## config.mk

```make
export PLATFORM = sky130hd
export DESIGN_NAME = bus_dest_regs_team1
export DESIGN_NICKNAME = d
export VERILOG_FILES = /design/src/rtl/bus_pkg_team1.sv /design/src/rtl/reg_ldinc_team1.sv /design/src/rtl/bus_dest_regs_team1.sv
export SDC_FILE = /design/constraint.sdc
export NUM_CORES = 1
export LEC_CHECK = 0
export CAP_MARGIN = 10
export CORE_MARGIN = 4
export CORE_UTILIZATION = 35
export DETAILED_ROUTE_END_ITERATION = 7
export GPL_TIMING_DRIVEN = 0
export PLACE_DENSITY = 0.57
export SLEW_MARGIN = 20
export SYNTH_ARGS = -nofsm -noshare
export SYNTH_HDL_FRONTEND = slang
export SYNTH_HIERARCHICAL = 1
export SYNTH_SLANG_ARGS = --single-unit
export TNS_END_PERCENT = 100
```

## constraint.sdc

```tcl
create_clock -name clk -period 1.6 [get_ports clk]
set_input_delay 0.32 -clock clk [delete_from_list [all_inputs] [get_ports clk]]
set_output_delay 0.32 -clock clk [all_outputs]
set_load 0.1 [all_outputs]
```

## src/rtl/bus_pkg_team1.sv

```systemverilog
// ---------------------------------------------------------------------------
// bus_pkg_team1
// Shared definitions for the 16-bit common bus of the single-purpose
// processor. Both the bus source multiplexer and the destination register
// bank import this package so they agree on widths and on the meaning of
// the source select code.
//
// Contents:
//   ADDR_W      width of the address registers (AR, PC)
//   DATA_W      width of the bus and of DR, AC, IR, TR
//   bus_sel_e   bus source select encoding (AR .. MEM)
//   reg_ctrl_t  per-register control bundle {ld, inc, clr}
// ---------------------------------------------------------------------------
package bus_pkg_team1;

    localparam int ADDR_W = 12;
    localparam int DATA_W = 16;

    // Source select code driven into the bus multiplexer. Code 0 leaves the
    // bus idle; the destination side never decodes this, it only shares it.
    typedef enum logic [2:0] {
        SEL_NONE = 3'b000,
        SEL_AR   = 3'b001,
        SEL_PC   = 3'b010,
        SEL_DR   = 3'b011,
        SEL_AC   = 3'b100,
        SEL_IR   = 3'b101,
        SEL_TR   = 3'b110,
        SEL_MEM  = 3'b111
    } bus_sel_e;

    // Control bundle for one destination register.
    typedef struct packed {
        logic ld;
        logic inc;
        logic clr;
    } reg_ctrl_t;

endpackage

```

## src/rtl/reg_ldinc_team1.sv

```systemverilog
// ---------------------------------------------------------------------------
// reg_ldinc_team1
// General-purpose register with clear, parallel load and increment.
// Priority per edge: clr > ld > inc > hold. The increment wraps modulo
// 2^WIDTH and has no carry out.
//
// Parameters:
//   WIDTH      register width
//   RESET_VAL  value forced by rst
// Ports:
//   clk   in   rising-edge clock
//   rst   in   synchronous active-high reset
//   d     in   WIDTH  parallel load data
//   ld    in   load d
//   inc   in   increment
//   clr   in   clear to zero
//   q     out  WIDTH  registered value
// ---------------------------------------------------------------------------
module reg_ldinc_team1 #(
    parameter int               WIDTH     = 16,
    parameter logic [WIDTH-1:0] RESET_VAL = '0
) (
    input  logic             clk,
    input  logic             rst,
    input  logic [WIDTH-1:0] d,
    input  logic             ld,
    input  logic             inc,
    input  logic             clr,
    output logic [WIDTH-1:0] q
);

    // Register update. Reset beats every control; after that the if/else
    // chain itself encodes the clr > ld > inc > hold priority, so several
    // controls asserted together resolve without extra decode logic.
    always_ff @(posedge clk) begin
        if (rst) begin
            q <= RESET_VAL;
        end else if (clr) begin
            q <= '0;
        end else if (ld) begin
            q <= d;
        end else if (inc) begin
            q <= q + WIDTH'(1);
        end
    end

endmodule

```

## src/rtl/bus_dest_regs_team1.sv

```systemverilog
// ---------------------------------------------------------------------------
// bus_dest_regs_team1
// Destination-side register bank on the 16-bit common bus. Holds AR, PC,
// DR, AC, IR and TR; every register captures bus_in on the rising edge when
// its ld is high, so several registers may load the same word at once. The
// register outputs feed back into the bus multiplexer's source inputs.
//
// Parameters:
//   ADDR_W    width of AR and PC (default 12)
//   DATA_W    width of bus, DR, AC, IR, TR (default 16)
//   PC_RESET  PC value after reset
// Ports:
//   clk, rst                     clock, synchronous active-high reset
//   bus_in        in  DATA_W     common bus word
//   ld_/inc_/clr_ X in  1 each   per-register controls (IR has ld only)
//   out_AR,out_PC out ADDR_W     registered address registers
//   out_DR,out_AC,out_IR,out_TR  out DATA_W registered data registers
//   ld_any        out 1          high the cycle after any ld_* was sampled
// ---------------------------------------------------------------------------
module bus_dest_regs_team1
    import bus_pkg_team1::*;
#(
    parameter int                ADDR_W   = bus_pkg_team1::ADDR_W,
    parameter int                DATA_W   = bus_pkg_team1::DATA_W,
    parameter logic [ADDR_W-1:0] PC_RESET = '0
) (
    input  logic              clk,
    input  logic              rst,
    input  logic [DATA_W-1:0] bus_in,
    input  logic              ld_AR,
    input  logic              inc_AR,
    input  logic              clr_AR,
    input  logic              ld_PC,
    input  logic              inc_PC,
    input  logic              clr_PC,
    input  logic              ld_DR,
    input  logic              inc_DR,
    input  logic              clr_DR,
    input  logic              ld_AC,
    input  logic              inc_AC,
    input  logic              clr_AC,
    input  logic              ld_IR,
    input  logic              ld_TR,
    input  logic              inc_TR,
    input  logic              clr_TR,
    output logic [ADDR_W-1:0] out_AR,
    output logic [ADDR_W-1:0] out_PC,
    output logic [DATA_W-1:0] out_DR,
    output logic [DATA_W-1:0] out_AC,
    output logic [DATA_W-1:0] out_IR,
    output logic [DATA_W-1:0] out_TR,
    output logic              ld_any
);

    reg_ctrl_t ctrl_ar, ctrl_pc, ctrl_dr, ctrl_ac, ctrl_ir, ctrl_tr;

    // The address registers only see the low ADDR_W bits of the bus.
    logic [ADDR_W-1:0] bus_addr;

    assign bus_addr = bus_in[ADDR_W-1:0];

    assign ctrl_ar = '{ld: ld_AR, inc: inc_AR, clr: clr_AR};
    assign ctrl_pc = '{ld: ld_PC, inc: inc_PC, clr: clr_PC};
    assign ctrl_dr = '{ld: ld_DR, inc: inc_DR, clr: clr_DR};
    assign ctrl_ac = '{ld: ld_AC, inc: inc_AC, clr: clr_AC};
    // IR is load-only.
    assign ctrl_ir = '{ld: ld_IR, inc: 1'b0,   clr: 1'b0};
    assign ctrl_tr = '{ld: ld_TR, inc: inc_TR, clr: clr_TR};

    reg_ldinc_team1 #(.WIDTH(ADDR_W), .RESET_VAL('0)) u_ar (
        .clk(clk), .rst(rst), .d(bus_addr),
        .ld(ctrl_ar.ld), .inc(ctrl_ar.inc), .clr(ctrl_ar.clr), .q(out_AR)
    );

    reg_ldinc_team1 #(.WIDTH(ADDR_W), .RESET_VAL(PC_RESET)) u_pc (
        .clk(clk), .rst(rst), .d(bus_addr),
        .ld(ctrl_pc.ld), .inc(ctrl_pc.inc), .clr(ctrl_pc.clr), .q(out_PC)
    );

    reg_ldinc_team1 #(.WIDTH(DATA_W), .RESET_VAL('0)) u_dr (
        .clk(clk), .rst(rst), .d(bus_in),
        .ld(ctrl_dr.ld), .inc(ctrl_dr.inc), .clr(ctrl_dr.clr), .q(out_DR)
    );

    reg_ldinc_team1 #(.WIDTH(DATA_W), .RESET_VAL('0)) u_ac (
        .clk(clk), .rst(rst), .d(bus_in),
        .ld(ctrl_ac.ld), .inc(ctrl_ac.inc), .clr(ctrl_ac.clr), .q(out_AC)
    );

    reg_ldinc_team1 #(.WIDTH(DATA_W), .RESET_VAL('0)) u_ir (
        .clk(clk), .rst(rst), .d(bus_in),
        .ld(ctrl_ir.ld), .inc(ctrl_ir.inc), .clr(ctrl_ir.clr), .q(out_IR)
    );

    reg_ldinc_team1 #(.WIDTH(DATA_W), .RESET_VAL('0)) u_tr (
        .clk(clk), .rst(rst), .d(bus_in),
        .ld(ctrl_tr.ld), .inc(ctrl_tr.inc), .clr(ctrl_tr.clr), .q(out_TR)
    );

    // Load indicator. Registered so it lines up with the newly captured
    // register values; clr and inc do not count as loads.
    always_ff @(posedge clk) begin
        if (rst) begin
            ld_any <= 1'b0;
        end else begin
            ld_any <= ctrl_ar.ld | ctrl_pc.ld | ctrl_dr.ld |
                      ctrl_ac.ld | ctrl_ir.ld | ctrl_tr.ld;
        end
    end

endmodule
```

==> summary.md, run 1 <==
| Metric | Value |
|---|---|
| Total wire length | `15600 um` |
| Initial antenna violation count | `0` |
| Die Span X | `126 um` |
| Placed insts | `approximately 860` |
| Vias in the first global route | `4510` |
| Core Region | `approximately 0.014 sq mm` |
| Setup CP Type | `flop to primary output` |
| Starting Density | `36.3%` |
| Worst min-delay path class | `input port to flop` |
| Mean Syn Cell Area | `8.77 sq um` |
| Sequential share of the synthesized area | `between 30% and 40%` |
| Leakage Power | `2.51 nW` |
| Cell Area, Synth | `0.00490 sq mm` |
| First-pass GRT wire length | `24400 um` |
| Crit path depth | `1` |
| EDFF count, synth | `0` |
| Synth-to-Final Area Change | `34.5%` |
| DR WL/cell | `17.7 um` |
| Leading area contributor after synthesis | `dfxtp_1` |
| #FFs+latches synth | `between 80 and 90` |
| DRC | `0` |
| Fraction of layout cells with a size suffix above 1 | `around a third` |
| Finished Core Util | `48.8%` |
| Top cells by area, synth | `dfxtp_1, xnor2_1, a21oi_1` |
| Ys async rst share | `0%` |
| Num CTS Buffers | `9` |
| Final Instance Count excl. Fillers | `885` |
| CTS tree | `yes` |
| Root Driver | `clkbuf_16` |
| Clk buf depth | `2` |
| Reg2Reg Depth | `4` |
| DRT iter0 DRCs | `282` |
| Hold Fails Final Rpt | `0` |
| Actual slew at the worst max-slew pin | `0.540 ns` |
| Clk sinks | `between 80 and 90` |
| ANT cells | `0` |
| Crit path buf inv count | `1` |
| Max incr delay on CP | `0.54 ns` |
| Row count | `42` |
| GP Congestion | `0.800` |
| Critical Path, Cell by Cell | `clkdlybuf4s18_2` |
| Ports | `123` |
| Max Freq | `around 640 MHz` |
| WP data arrival | `around 1.3 ns` |
| Synth top area share | `36.3%` |
| Max Slew Vio Count | `0` |
| Vias | `4659` |
| IO buf count | `120` |
| Post-synthesis cell count | `559` |
| CP max FO | `4` |
| Worst-path clk slew | `0.06 ns` |
| Worst IR drop on VDD | `0.441 mV` |
| Synth warn | `6` |
| # Max-Cap Violations | `0` |
| RSZ-0062 raised after global routing | `false` |
| Clock latency on the worst-skew pair | `0.34 ns` |
| Max-slew headroom | `between 60% and 70%` |
| Multi-input gate area | `0.00304 sq mm` |
| Nature of the critical path endpoint | `primary output` |
| Setup Viol. Count Final | `0` |
| DR pass1 iterations | `5` |
| Top_reg_cell synth | `dfxtp_1` |
| Count of cell types in the netlist | `32` |
| Clock Skews | `roughly 0.0060 ns` |
| Post-route antenna net violation count | `0` |
| CP required | `1.28 ns` |
| DP Wirelength | `between 10000 and 15000 um` |
| H-tree levels | `3` |
| Status | `completed` |
| Hold Path Stages | `4` |
| Cell area power density | `861 mW/mm^2` |
| Post-route clock period utilization | `a little over nine tenths` |
| Vias per cell | `5.26` |
| Final min period | `1.57 ns` |
| Type of origin of the critical path | `flop` |
| Final nets | `744` |
| Crit-path leading delay family | `buffers and inverters` |
| Register area | `0.00198 sq mm` |
| All-Layer GR Usage | `a little under a fifth` |
| Final global-route overflow total | `0` |
| Slowest CP cell | `clkdlybuf4s18_2` |
| Layout fillers | `1389` |
| Chip height | `126 um` |
| Die area | `0.0160 sq mm` |
| Largest net degree at the start of global routing | `14` |
[routing by layer]
layer	wire length (um)	global-route usage [%]	vias up
met4	279	4.98	0
li1	-	-	2273
met2	7770	32.4	128
met5	0	0	-
met3	672	4.71	20
met1	6920	24.2	2238
[power by group]
part | total [mW] | switching (mW) | internal (mW)
clock | 1.95 | 0.845 | 1.10
sequential | 2.42 | 0.144 | 2.27
combinational | 1.31 | 1.00 | 0.310
[cell families after synthesis]
kind of cell,after synthesis,synth area share (%)
flops,89,36.3
buf+inv,40,3.42
fa+ha+maj,6,1.53
xor+xnor,78,13.9
compound gates,129,14.1
other cells,1,0.0765
simple gates,196,26.5
mux,20,4.08
[final timing paths]
path,from,to,slack [ns]
worst max-delay path,u_ac/q[9],out_AC[9],0.03
worst min-delay path,inc_PC,u_pc/q[0],0.29
worst max register to register,u_ar/q[0],u_ar/q[6],0.08
worst min register to register,u_pc/q[8],u_pc/q[8],0.52
[synthesized netlist by cell type (all sizes together), types with 2 or more instances]
master and instances:
buf 8, or2 6, or3 6, nor2 59, and3 6, o21ai 52, nand4 32, a311oi 4
a21oi 63, nand2 30, o22ai 2, ha 6, mux2i 20, nor4 21, xor2 10, inv 16
nand3 14, clkbuf 10, xnor2 68, clkinv 6, a211oi 8, dfxtp 89, nor3 22
[tightest hold or removal path: stages]
cell and delay [ns]:
buf_6 0.10, xor2_1 0.06, nand2_1 0.06, a21oi_1 0.06
[cell type report]
type	count	area share, %
clock buffer	16	3.97
tap	176	3.34
multi-input combinational	437	46.1
inverter	22	1.39
buffer	18	1.31
sequential	89	30.0
timing repair buffer	127	13.9
[cells in the final DEF (no fill, tap or decap), drive strengths merged, types with 4 or more instances in the layout]
cell,synthesis,routed
dfxtp,89,89
buf,8,85
xnor2,68,68
a21oi,63,63
nor2,59,59
o21ai,52,52
nand4,32,32
clkbuf,10,31
nand2,30,30
clkdlybuf4s50,0,26
nor3,22,22
nor4,21,21
mux2i,20,20
inv,16,18
nand3,14,14
clkdlybuf4s18,0,11
xor2,10,10
conb,1,8
a211oi,8,8
or2,6,6
and3,6,6
or3,6,6
ha,6,6
dlymetal6s2s,0,4
a311oi,4,4
[flip-flops by register name, indices dropped and copies added (netlist names)]
| signal | cells |
|---|---|
| ld_any | 1 |
| u_ac/q | 16 |
| u_ar/q | 12 |
| u_dr/q | 16 |
| u_ir/q | 16 |
| u_pc/q | 12 |
| u_tr/q | 16 |
[what timing repair did]
action                                  4_1_cts  5_1_grt
buffers inserted                              0        7
pin swaps                                     0        0
gates resized for setup                     406       42
hold buffers                                  0        0
endpoints found under the setup margin      118       62
endpoints found under the hold margin         0        0
[stage by stage]
step                hold slack [ns]  setup TNS (ns)  power [mW]  cell area, sq um  setup slack, ns
finish                        0.292               0        5.67              6590           0.0270
global route                  0.294               0        5.92              6590          0.00116
CTS                           0.273               0        5.74              6600         0.000196
detailed placement            0.527          -45.12        3.83              6610           -0.500
global placement              0.519          -44.23        3.82              6610           -0.488
floorplan                     0.389               0        3.40              5190          0.00730
Note: power is estimated with default switching activity, not from simulation.
==> run 2, diff against run 1 <==
==> constraint.sdc (replaced) <==
create_clock -name clk -period 1.6 [get_ports clk]
set_input_delay 0.48 -clock clk [delete_from_list [all_inputs] [get_ports clk]]
set_output_delay 0.48 -clock clk [all_outputs]
set_load 0.1 [all_outputs]
==> summary.md, run 2 (synthesis results as in run 1) <==
| Metric | Value |
|---|---|
| Status | `completed (unchanged)` |
| Setup Viol. Count Final | `0 (unchanged)` |
| Die Span X | `126 um (unchanged)` |
| Critical Path End | `out_IR[13] (was out_AC[9])` |
| CP max FO | `4 (unchanged)` |
| Final Instance Count excl. Fillers | `878 (was 885)` |
| Actual slew at the worst max-slew pin | `0.536 ns (was 0.540 ns)` |
| Layout fillers | `1373 (was 1389)` |
| Root Driver | `clkbuf_16 (unchanged)` |
| Die area | `0.0160 sq mm (unchanged)` |
| Hold Fails Final Rpt | `0 (unchanged)` |
| CTS tree | `yes (unchanged)` |
| Post-route antenna net violation count | `0 (unchanged)` |
| Synth-to-Final Area Change | `36.9% (was 34.5%)` |
| RR Endpoint | `u_ar/q[6] (unchanged)` |
| DRT iter0 DRCs | `324 (was 282)` |
| Row count | `42 (unchanged)` |
| Final global-route overflow total | `0 (unchanged)` |
| Most common cell after layout, fill and taps aside | `buf_4` |
| Core Region | `0.0135 sq mm (unchanged)` |
| GP Congestion | `0.800 (unchanged)` |
| Flop2flop setup slack | `0.10 ns (was 0.08 ns)` |
| Max Freq | `643 MHz (was 636 MHz)` |
| Worst min-delay path class | `input port to flop (unchanged)` |
| Initial antenna violation count | `0 (unchanged)` |
| Crit path buf inv count | `1 (unchanged)` |
| Slowest CP cell | `dfxtp_1 (was clkdlybuf4s18_2)` |
| Chip height | `126 um (unchanged)` |
| Clock Skews | `0.00572 ns (was 0.00605 ns)` |
| Leakage Power | `2.53 nW (was 2.51 nW)` |
| Clock latency on the worst-skew pair | `0.34 ns (about the same)` |
| First-pass GRT wire length | `24400 um (about the same)` |
| Total wire length | `15600 um (about the same)` |
| # Max-Cap Violations | `0 (unchanged)` |
| Critical Path Start | `u_ir/q[13] (was u_ac/q[9])` |
| Cell area power density | `849 mW/mm^2 (was 861 mW/mm^2)` |
| Finished Core Util | `49.7% (was 48.8%)` |
| Register area | `0.00198 sq mm (about the same)` |
| Placed insts | `862 (unchanged)` |
| All-Layer GR Usage | `19.1% (about the same)` |
| Ports | `123 (unchanged)` |
| Crit path depth | `1 (unchanged)` |
| Vias | `4618 (was 4659)` |
| ANT cells | `0 (unchanged)` |
| DR WL/cell | `17.8 um (was 17.7 um)` |
| RSZ-0062 raised after global routing | `false (unchanged)` |
| DR pass1 iterations | `5 (unchanged)` |
| Max Slew Vio Count | `0 (unchanged)` |
| Vias in the first global route | `4503 (was 4510)` |
| Starting Density | `36.3% (unchanged)` |
| Fraction of layout cells with a size suffix above 1 | `34.5% (was 33.9%)` |
| Clk sinks | `89 (unchanged)` |
| Final min period | `1.56 ns (was 1.57 ns)` |
| Post-route clock period utilization | `97.3% (was 98.3%)` |
| Clk buf depth | `2 (unchanged)` |
| IO buf count | `120 (unchanged)` |
| Largest net degree at the start of global routing | `14 (unchanged)` |
| Critical Path, Cell by Cell | `buf_4 (was clkdlybuf4s18_2)` |
| CP required | `1.12 ns (was 1.28 ns)` |
| DRC | `0 (unchanged)` |
| Reg2Reg Depth | `4 (unchanged)` |
| Nature of the critical path endpoint | `primary output (unchanged)` |
| Max incr delay on CP | `0.41 ns (was 0.54 ns)` |
| Hold Path Stages | `4 (unchanged)` |
| Worst IR drop on VDD | `0.444 mV (was 0.441 mV)` |
| Setup CP Type | `flop to primary output (unchanged)` |
| Multi-input gate area | `0.00304 sq mm (unchanged)` |
| WP data arrival | `1.08 ns (was 1.25 ns)` |
| Vias per cell | `5.26 (about the same)` |
| R2R Path Start | `u_ar/q[0] (unchanged)` |
| Total power | `5.70 mW (was 5.67 mW)` |
| Max-slew headroom | `64.3% (was 63.9%)` |
| H-tree levels | `3 (unchanged)` |
| Final nets | `737 (was 744)` |
| DP Wirelength | `11300 um (unchanged)` |
| Type of origin of the critical path | `flop (unchanged)` |
| Most frequent cells in the layout | `buf_4, xnor2_1, a21oi_1 (was buf_2, xnor2_1, a21oi_1)` |
| Num CTS Buffers | `9 (unchanged)` |
| Worst-path clk slew | `0.06 ns (about the same)` |
| Crit-path leading delay family | `flip-flops (was buffers and inverters)` |
==> run 2: metal layers <==
layer / GRT usage, % / routed length (um) / vias up
met5: 0 / 0 / -
met4: 4.98 / 247 / 0
met3: 4.83 / 787 / 16
met2: 32.3 / 7740 / 125
met1: 24.1 / 6830 / 2215
li1: - / - / 2262
==> run 2: timing repair <==
| item | CTS | global route |
|---|---|---|
| endpoints found under the setup margin | 152 | 34 |
| buffers inserted | 0 | 0 |
| hold endpoints to repair | 0 | 0 |
| hold buffers | 0 | 0 |
| gates resized for setup | 557 | 17 |
==> run 2: worst min path at each step <==
stage | start | to | slack (ns)
floorplan | rst | ld_any | 0.55
global placement | u_pc/q[8] | u_pc/q[8] | 0.52
detailed placement | u_pc/q[8] | u_pc/q[8] | 0.53
CTS | inc_PC | u_pc/q[0] | 0.43
global route | inc_PC | u_pc/q[0] | 0.45
finish | inc_PC | u_pc/q[0] | 0.46
==> run 2: area by class of cell <==
type                            instances  area share, %
Multi-Input combinational cell        437           45.3
Sequential cell                        89           29.5
Timing Repair Buffer                  120           15.2
Clock buffer                           16           3.90
Tap cell                              176           3.28
Buffer                                 18           1.36
Inverter                               22           1.34
==> run 2: through the flow <==
step / hold slack [ns] / setup slack, ns / TNS (ns) / cell area [sq um]
3_5_place_dp: 0.527 / -0.660 / -73.53 / 6610
6_report: 0.455 / 0.0436 / 0 / 6710
5_1_grt: 0.454 / 0.00232 / 0 / 6710
2_1_floorplan: 0.549 / 0.00730 / 0 / 5190
4_1_cts: 0.433 / 0.00605 / 0 / 6690
3_3_place_gp: 0.519 / -0.648 / -72.61 / 6610
==> run 2: where the power goes <==
part           internal [mW]  switching, mW
sequential              2.27          0.150
combinational          0.341          0.999
clock                   1.10          0.837
